**src/rtl/bfp_pkg.sv**
```systemverilog
// Shared definitions for the block-floating-point normaliser.
// Holds the default FP16 field widths, the field-slice positions for that
// default format and the controller state encoding. Build option
// BFP_STICKY_EN (used by bfp_lane_shift and bfp_norm_ctrl) adds the
// inexact/sticky path; it does not change anything in this package.
package bfp_pkg;

  localparam int BFP_INPUT_SIZE    = 16;
  localparam int BFP_EXPONENT_SIZE = 5;
  localparam int BFP_MANTISSA_SIZE = 10;
  localparam int BFP_BLOCK_LEN     = 4;

  // Field positions inside one default-format word {sign, exponent, mantissa}
  localparam int BFP_MAN_LSB  = 0;
  localparam int BFP_EXP_LSB  = BFP_MANTISSA_SIZE;
  localparam int BFP_SIGN_BIT = BFP_MANTISSA_SIZE + BFP_EXPONENT_SIZE;

  typedef enum logic [1:0] {
    ST_FILL  = 2'd0,
    ST_MAX   = 2'd1,
    ST_SHIFT = 2'd2,
    ST_EMIT  = 2'd3
  } bfp_state_t;

endpackage

```
**src/rtl/bfp_lane_shift.sv**
```systemverilog
// Combinational per-lane aligner: shifts one element's mantissa right by
// (block max exponent - element exponent) and keeps the sign.
// Shift amounts of MANTISSA_SIZE or more saturate the mantissa to zero.
// Ports:
//   i_word   - stored element {sign, exponent, mantissa}
//   i_max    - shared block exponent (always >= this element's exponent)
//   o_lane   - {sign, aligned mantissa}
//   o_sticky - (only with BFP_STICKY_EN) a nonzero mantissa bit was lost
module bfp_lane_shift
  import bfp_pkg::*;
#(
  parameter int INPUT_SIZE    = BFP_INPUT_SIZE,
  parameter int EXPONENT_SIZE = BFP_EXPONENT_SIZE,
  parameter int MANTISSA_SIZE = BFP_MANTISSA_SIZE
) (
  input  logic [INPUT_SIZE-1:0]    i_word,
  input  logic [EXPONENT_SIZE-1:0] i_max,
  output logic [MANTISSA_SIZE:0]   o_lane
`ifdef BFP_STICKY_EN
  ,
  output logic                     o_sticky
`endif
);

  localparam int EXP_LSB  = MANTISSA_SIZE;
  localparam int SIGN_BIT = MANTISSA_SIZE + EXPONENT_SIZE;

  logic [EXPONENT_SIZE-1:0] w_amt;
  logic [MANTISSA_SIZE-1:0] w_man;
  logic [MANTISSA_SIZE-1:0] w_shifted;
  logic                     w_sat;

  assign w_man = i_word[MANTISSA_SIZE-1:0];
  // Exponent fields are compared as raw unsigned values, so max - exp never wraps
  assign w_amt = i_max - i_word[EXP_LSB +: EXPONENT_SIZE];
  assign w_sat = ({{(32-EXPONENT_SIZE){1'b0}}, w_amt} >= 32'(MANTISSA_SIZE));

  assign w_shifted = w_sat ? '0 : (w_man >> w_amt);
  assign o_lane    = {i_word[SIGN_BIT], w_shifted};

`ifdef BFP_STICKY_EN
  logic [MANTISSA_SIZE-1:0] w_lost_mask;
  // Bits below the shift amount fall off the end; saturation loses them all
  assign w_lost_mask = w_sat ? '1 : ~({MANTISSA_SIZE{1'b1}} << w_amt);
  assign o_sticky    = |(w_man & w_lost_mask);
`endif

endmodule

```
**src/rtl/bfp_norm_ctrl.sv**
```systemverilog
// Block-floating-point normaliser controller.
// Collects BLOCK_LEN FP16 words, finds the largest raw exponent one lane per
// cycle, then aligns every mantissa to it and presents the block with a
// single shared exponent until the consumer takes it.
//   state  | meaning
//   FILL   | accepting words into lane = count; flush closes a partial block
//   MAX    | scanning lanes 1..BLOCK_LEN-1 for the largest exponent
//   SHIFT  | registering aligned lanes and the shared exponent
//   EMIT   | out_valid held with stable data until out_ready
// Ports: clk, rst_n (sync, active-low), in_valid/in_ready/in_data input
// handshake, flush, out_valid/out_ready/out_man/out_exp result handshake,
// busy, and inexact when built with BFP_STICKY_EN defined.
module bfp_norm_ctrl
  import bfp_pkg::*;
#(
  parameter int INPUT_SIZE    = BFP_INPUT_SIZE,
  parameter int EXPONENT_SIZE = BFP_EXPONENT_SIZE,
  parameter int MANTISSA_SIZE = BFP_MANTISSA_SIZE,
  parameter int BLOCK_LEN     = BFP_BLOCK_LEN
) (
  input  logic                                  clk,
  input  logic                                  rst_n,
  input  logic                                  in_valid,
  output logic                                  in_ready,
  input  logic [INPUT_SIZE-1:0]                 in_data,
  input  logic                                  flush,
  output logic                                  out_valid,
  input  logic                                  out_ready,
  output logic [BLOCK_LEN*(MANTISSA_SIZE+1)-1:0] out_man,
  output logic [EXPONENT_SIZE-1:0]              out_exp,
  output logic                                  busy
`ifdef BFP_STICKY_EN
  ,
  output logic                                  inexact
`endif
);

  localparam int LANE_W  = MANTISSA_SIZE + 1;
  localparam int CNT_W   = (BLOCK_LEN > 1) ? $clog2(BLOCK_LEN) : 1;
  localparam int EXP_LSB = MANTISSA_SIZE;
  localparam logic [CNT_W-1:0] LAST_IDX = CNT_W'(BLOCK_LEN - 1);

  bfp_state_t                  r_state;
  logic [CNT_W-1:0]            r_count;
  logic [CNT_W-1:0]            r_idx;
  logic [EXPONENT_SIZE-1:0]    r_max;
  logic [INPUT_SIZE-1:0]       r_lane [BLOCK_LEN];
  logic                        r_in_ready;
  logic                        r_busy;
  logic                        r_out_valid;
  logic [BLOCK_LEN*LANE_W-1:0] r_out_man;
  logic [EXPONENT_SIZE-1:0]    r_out_exp;

  logic [BLOCK_LEN*LANE_W-1:0] w_shifted;
  logic [EXPONENT_SIZE-1:0]    w_idx_exp;
  logic                        w_accept;
  logic                        w_close;

  // in_ready is only ever high in FILL, so an accept implies FILL
  assign w_accept  = in_valid && r_in_ready;
  // A flush with nothing held is ignored; a flush with an accept closes after storing it
  assign w_close   = (r_state == ST_FILL) &&
                     ((w_accept && (r_count == LAST_IDX)) || (flush && (r_count != '0)));
  assign w_idx_exp = r_lane[r_idx][EXP_LSB +: EXPONENT_SIZE];

`ifdef BFP_STICKY_EN
  logic [BLOCK_LEN-1:0] w_sticky;
  logic                 r_inexact;
`endif

  for (genvar g = 0; g < BLOCK_LEN; g++) begin : g_lane
    bfp_lane_shift #(
      .INPUT_SIZE    (INPUT_SIZE),
      .EXPONENT_SIZE (EXPONENT_SIZE),
      .MANTISSA_SIZE (MANTISSA_SIZE)
    ) u_shift (
      .i_word   (r_lane[g]),
      .i_max    (r_max),
      .o_lane   (w_shifted[g*LANE_W +: LANE_W])
`ifdef BFP_STICKY_EN
      ,
      .o_sticky (w_sticky[g])
`endif
    );
  end

  always_ff @(posedge clk) begin
    if (!rst_n) begin
      r_state     <= ST_FILL;
      r_count     <= '0;
      r_idx       <= '0;
      r_max       <= '0;
      r_in_ready  <= 1'b1;
      r_busy      <= 1'b0;
      r_out_valid <= 1'b0;
      r_out_man   <= '0;
      r_out_exp   <= '0;
      for (int i = 0; i < BLOCK_LEN; i++) r_lane[i] <= '0;
`ifdef BFP_STICKY_EN
      r_inexact   <= 1'b0;
`endif
    end else begin
      case (r_state)
        ST_FILL: begin
          if (w_accept) begin
            r_lane[r_count] <= in_data;
            r_count         <= r_count + 1'b1;
            r_busy          <= 1'b1;
          end
          // Unwritten lanes are still zero from the last clear, which is the flush pad
          if (w_close) begin
            r_state    <= ST_MAX;
            r_in_ready <= 1'b0;
            r_max      <= r_lane[0][EXP_LSB +: EXPONENT_SIZE];
            r_idx      <= CNT_W'(1);
          end
        end
        ST_MAX: begin
          if (w_idx_exp > r_max) r_max <= w_idx_exp;
          if (r_idx == LAST_IDX) r_state <= ST_SHIFT;
          else                   r_idx   <= r_idx + 1'b1;
        end
        ST_SHIFT: begin
          r_out_man   <= w_shifted;
          r_out_exp   <= r_max;
          r_out_valid <= 1'b1;
          r_state     <= ST_EMIT;
`ifdef BFP_STICKY_EN
          r_inexact   <= |w_sticky;
`endif
        end
        ST_EMIT: begin
          if (out_ready) begin
            r_state     <= ST_FILL;
            r_out_valid <= 1'b0;
            r_in_ready  <= 1'b1;
            r_busy      <= 1'b0;
            r_count     <= '0;
            for (int i = 0; i < BLOCK_LEN; i++) r_lane[i] <= '0;
          end
        end
        default: r_state <= ST_FILL;
      endcase
    end
  end

  assign in_ready  = r_in_ready;
  assign busy      = r_busy;
  assign out_valid = r_out_valid;
  assign out_man   = r_out_man;
  assign out_exp   = r_out_exp;
`ifdef BFP_STICKY_EN
  assign inexact   = r_inexact;
`endif

endmodule

```
**config.mk**
```make
export PLATFORM = sky130hd
export DESIGN_NAME = bfp_norm_ctrl
export DESIGN_NICKNAME = d
export VERILOG_FILES = /design/src/rtl/bfp_pkg.sv /design/src/rtl/bfp_lane_shift.sv /design/src/rtl/bfp_norm_ctrl.sv
export SDC_FILE = /design/constraint.sdc
export NUM_CORES = 1
export LEC_CHECK = 0
export CAP_MARGIN = 20
export CORE_ASPECT_RATIO = 0.9
export CORE_MARGIN = 2
export CORE_UTILIZATION = 50
export DETAILED_ROUTE_END_ITERATION = 10
export GPL_TIMING_DRIVEN = 0
export PLACE_DENSITY = 0.76
export SYNTH_ARGS = -nofsm -noshare
export SYNTH_HDL_FRONTEND = slang
export SYNTH_HIERARCHICAL = 1
export SYNTH_SLANG_ARGS = --single-unit
```
**constraint.sdc**
```tcl
create_clock -name clk -period 3.4 [get_ports clk]
set_input_delay 0.85 -clock clk [delete_from_list [all_inputs] [get_ports clk]]
set_output_delay 0.85 -clock clk [all_outputs]
set_load 0.005 [all_outputs]
```
==> impl_metrics.yaml <==
die:
  start_util: 0.512
  core_region_area_sq_mm: 0.0147
  dieArea_sq_mm: 0.0160
  fp.dieW_um: 133
  ios: 73
  num_rows: 42
  dieHeight_um: 120
logic_synthesis:
  synth_compound_area_frac: 0.0858
  synth-simple-area-share: 0.195
  synth_edf_count: 64
  synth_top_area_cell: "edfxtp_1"
  synth_mux_area_frac: 0.161
  yosys.area_share.adder: 0.0607
  ys_top_cells_by_area: "edfxtp_1, dfxtp_1, mux2i_1"
  synth_cells: 688
  ys.flop_type: "dfxtp_1"
  yosysTopAreaCellShare: 0.256
  synth_top_family_by_area: "simple AND/OR/NAND/NOR gates"
  avgSynthCellArea_sq_um: 10.9
  async_flop_share: 0
  synth_warnings: 6
  seq_area_frac_synth: 0.430
  synth_cell_types: 53
  synth_nets: 743
  yosys_register_bits: 129
  synthXorXnorAreaFrac: 0.0187
  synth_area_sq_mm: 0.00750
critical_path:
  cp.required_ns: 3.76
  cp.arrival_ns: 3.31
  crit_fanout: 10
  crit_path_max_incr_delay_ns: 0.62
  cpMostUsedCell: "inv_1"
  critPathBufInv: 3
  path_class: "register to register"
  crit_family: "compound AO/OA/AOI/OAI gates"
  crit_slowest_cell: "a2111oi_0"
  critPathCaptureType: "register"
  worst_setup_path_start_kind: "register"
  crit_path_cell_trace: "inv_1 -> ha_1 -> inv_1 -> fa_1 -> buf_1 -> a31oi_1 -> a2111oi_0 -> mux2i_1 -> nor2b_1"
job:
  maxCapViolCount: 0
timing:
  tns_ns: 0
  skew_ns: 0.0104
  final-hold-violation-count: 0
  min_period_over_period: 0.868
  hold_slack_ns: 0.513
  slew_headroom: 0.398
  fin_ws_ns: 0.448
  finalSetupViolCount: 0
  fin_crit_ns: 2.95
  fmax_mhz: 339
  drv_slew: 0
  rsz0062_at_grt: "no"
  worstMarginPinSlew_ns: 0.897
global_route:
  grt_util_all_layers: 0.237
  grt_pass1_wl_mm: 29.1
  antenna_found_initial: 0
  overflow: 0
  grt_max_degree: 17
  grt_pass1_vias: 5468
place:
  io_buffer_count: 71
  gp_congestion: 0.913
  placed_area_sq_mm: 0.00846
  dp.cells: 957
  hpwlAfterDp_mm: 13.6
  pre_cts_slack_ns: 0.361
drt:
  drt_iter0_drc: 481
  drc: 0
  postRouteAntennaNets: 0
  dr.pass1.iters: 7
  wl_mm: 18.5
  viasPerCell: 5.78
  wl_per_cell_um: 18.7
  vias: 5718
power:
  power.leakage_nw: 3.39
  power_mw: 7.55
  powerDensity_mw_per_mm2: 832
  vdd_drop_max_v: 0.000416
clock_network:
  holdBufCountCts: 0
  ctsResizeCount: 0
  clock-sinks: 129
  h-tree-depth: 4
  cts_tree: "yes"
  clockBufferDepth: 2
  root_buffer: "clkbuf_16"
  cts-buffers-inserted: 17
  worstSkewPairLatency_ns: 0.43
  path_clk_slew_ns: 0.06
  cts_setup_buffers: 0
min_path:
  hp-class: "register to register"
layout:
  final_cells: 989
  drive_above_1_share: 0.110
  postLayoutCoreUtil: 0.619
  area_growth_syn_to_layout_pct: 21.0
  nFillCells: 1170
  regArea_sq_mm: 0.00322
  multi_input_area_sq_mm: 0.00391
  antenna_cells: 0
  final_design_area_no_fill_sq_mm: 0.00907
  nNetsFinal: 833
run_status:
  status: "completed"
-- per-layer routing --
layer | GRT usage | wire length (um) | share of wire | vias to the layer above
li1 | - | - | - | 2677
met1 | 0.313 | 8180 | 0.44 | 2781
met2 | 0.387 | 8740 | 0.47 | 232
met3 | 0.0608 | 1290 | 0.070 | 28
met4 | 0.0705 | 269 | 0.015 | 0
met5 | 0 | 0 | 0 | -
-- final timing paths --
check / start / end / cells after the start / slack, ns
max: r_max[0] / out_man[14] / 9 / 0.45
min: out_man[6] / out_man[6] / 2 / 0.51
min reg2reg: out_man[6] / out_man[6] / 2 / 0.51
max reg2reg: r_max[0] / out_man[14] / 9 / 0.45
-- placed cells by master, fill, tap and decap left out, types with 13 or more instances in the layout --
cell type,count
nor2_1,17
nor4_1,16
ha_1,30
clkdlybuf4s50_1,71
mux4_2,13
edfxtp_1,64
nor3_1,16
nor2b_1,60
and2_1,64
mux2i_1,87
o211ai_1,18
nand2_1,22
a21oi_1,23
dfxtp_1,65
clkbuf_16,17
inv_1,30
-- registers in the layout, indices dropped and copies added (netlist names), named ones only --
signal / cells
out_exp: 5
in_ready: 1
busy: 1
r_idx: 2
out_valid: 1
r_state: 2
out_man: 44
r_max: 5
r_lane: 64
r_count: 2
-- layout make-up --
class / instances / share of cell area
Inverter: 32 / 0.0132
Clock buffer: 18 / 0.0473
Buffer: 36 / 0.0273
Multi-Input combinational cell: 491 / 0.431
Tap cell: 198 / 0.0273
Sequential cell: 129 / 0.355
Clock inverter: 14 / 0.0207
Timing Repair Buffer: 71 / 0.0783
-- where the power goes --
part           switching [mW]  internal, mW
logic                    2.12          1.47
registers               0.216          1.82
clock network           0.699          1.22
total                    3.03          4.51
-- synth_stat cells, types with 6 or more instances --
cell and n:
a211o_1 8, a21o_1 8, a21oi_1 23, a31oi_1 12, and2_1 64, and3_1 6, buf_2 6, buf_4 8
buf_6 10, clkbuf_1 8, dfxtp_1 65, edfxtp_1 64, ha_1 30, inv_1 30, mux2i_1 87, mux4_2 13
nand2_1 22, nand2b_1 6, nor2_1 17, nor2b_1 60, nor3_1 16, nor4_1 16, o211ai_1 18, or4_1 8
xnor2_1 12
-- cell families (layout without fill, tap and decap cells) --
| family | Yosys count | count (layout) |
|---|---|---|
| AND/OR/NAND/NOR | 244 | 244 |
| flip-flops | 129 | 129 |
| AO/OA/AOI/OAI | 93 | 93 |
| XOR/XNOR | 16 | 16 |
| buffers and inverters | 68 | 171 |
| multiplexers | 104 | 104 |
| adder cells (fa/ha/maj) | 34 | 34 |
-- worst register-to-register path: cells and delay by family, from the launching register on --
| family | cells | cell delay, ns |
|---|---|---|
| muxes | 1 | 0.16 |
| buffers and inverters | 3 | 0.61 |
| adders and majority gates | 2 | 0.74 |
| DFF | 1 | 0.45 |
| AOI/OAI and AO/OA | 2 | 0.81 |
| and+or+nand+nor | 1 | 0.12 |
Power figures use the tool's default switching activity.
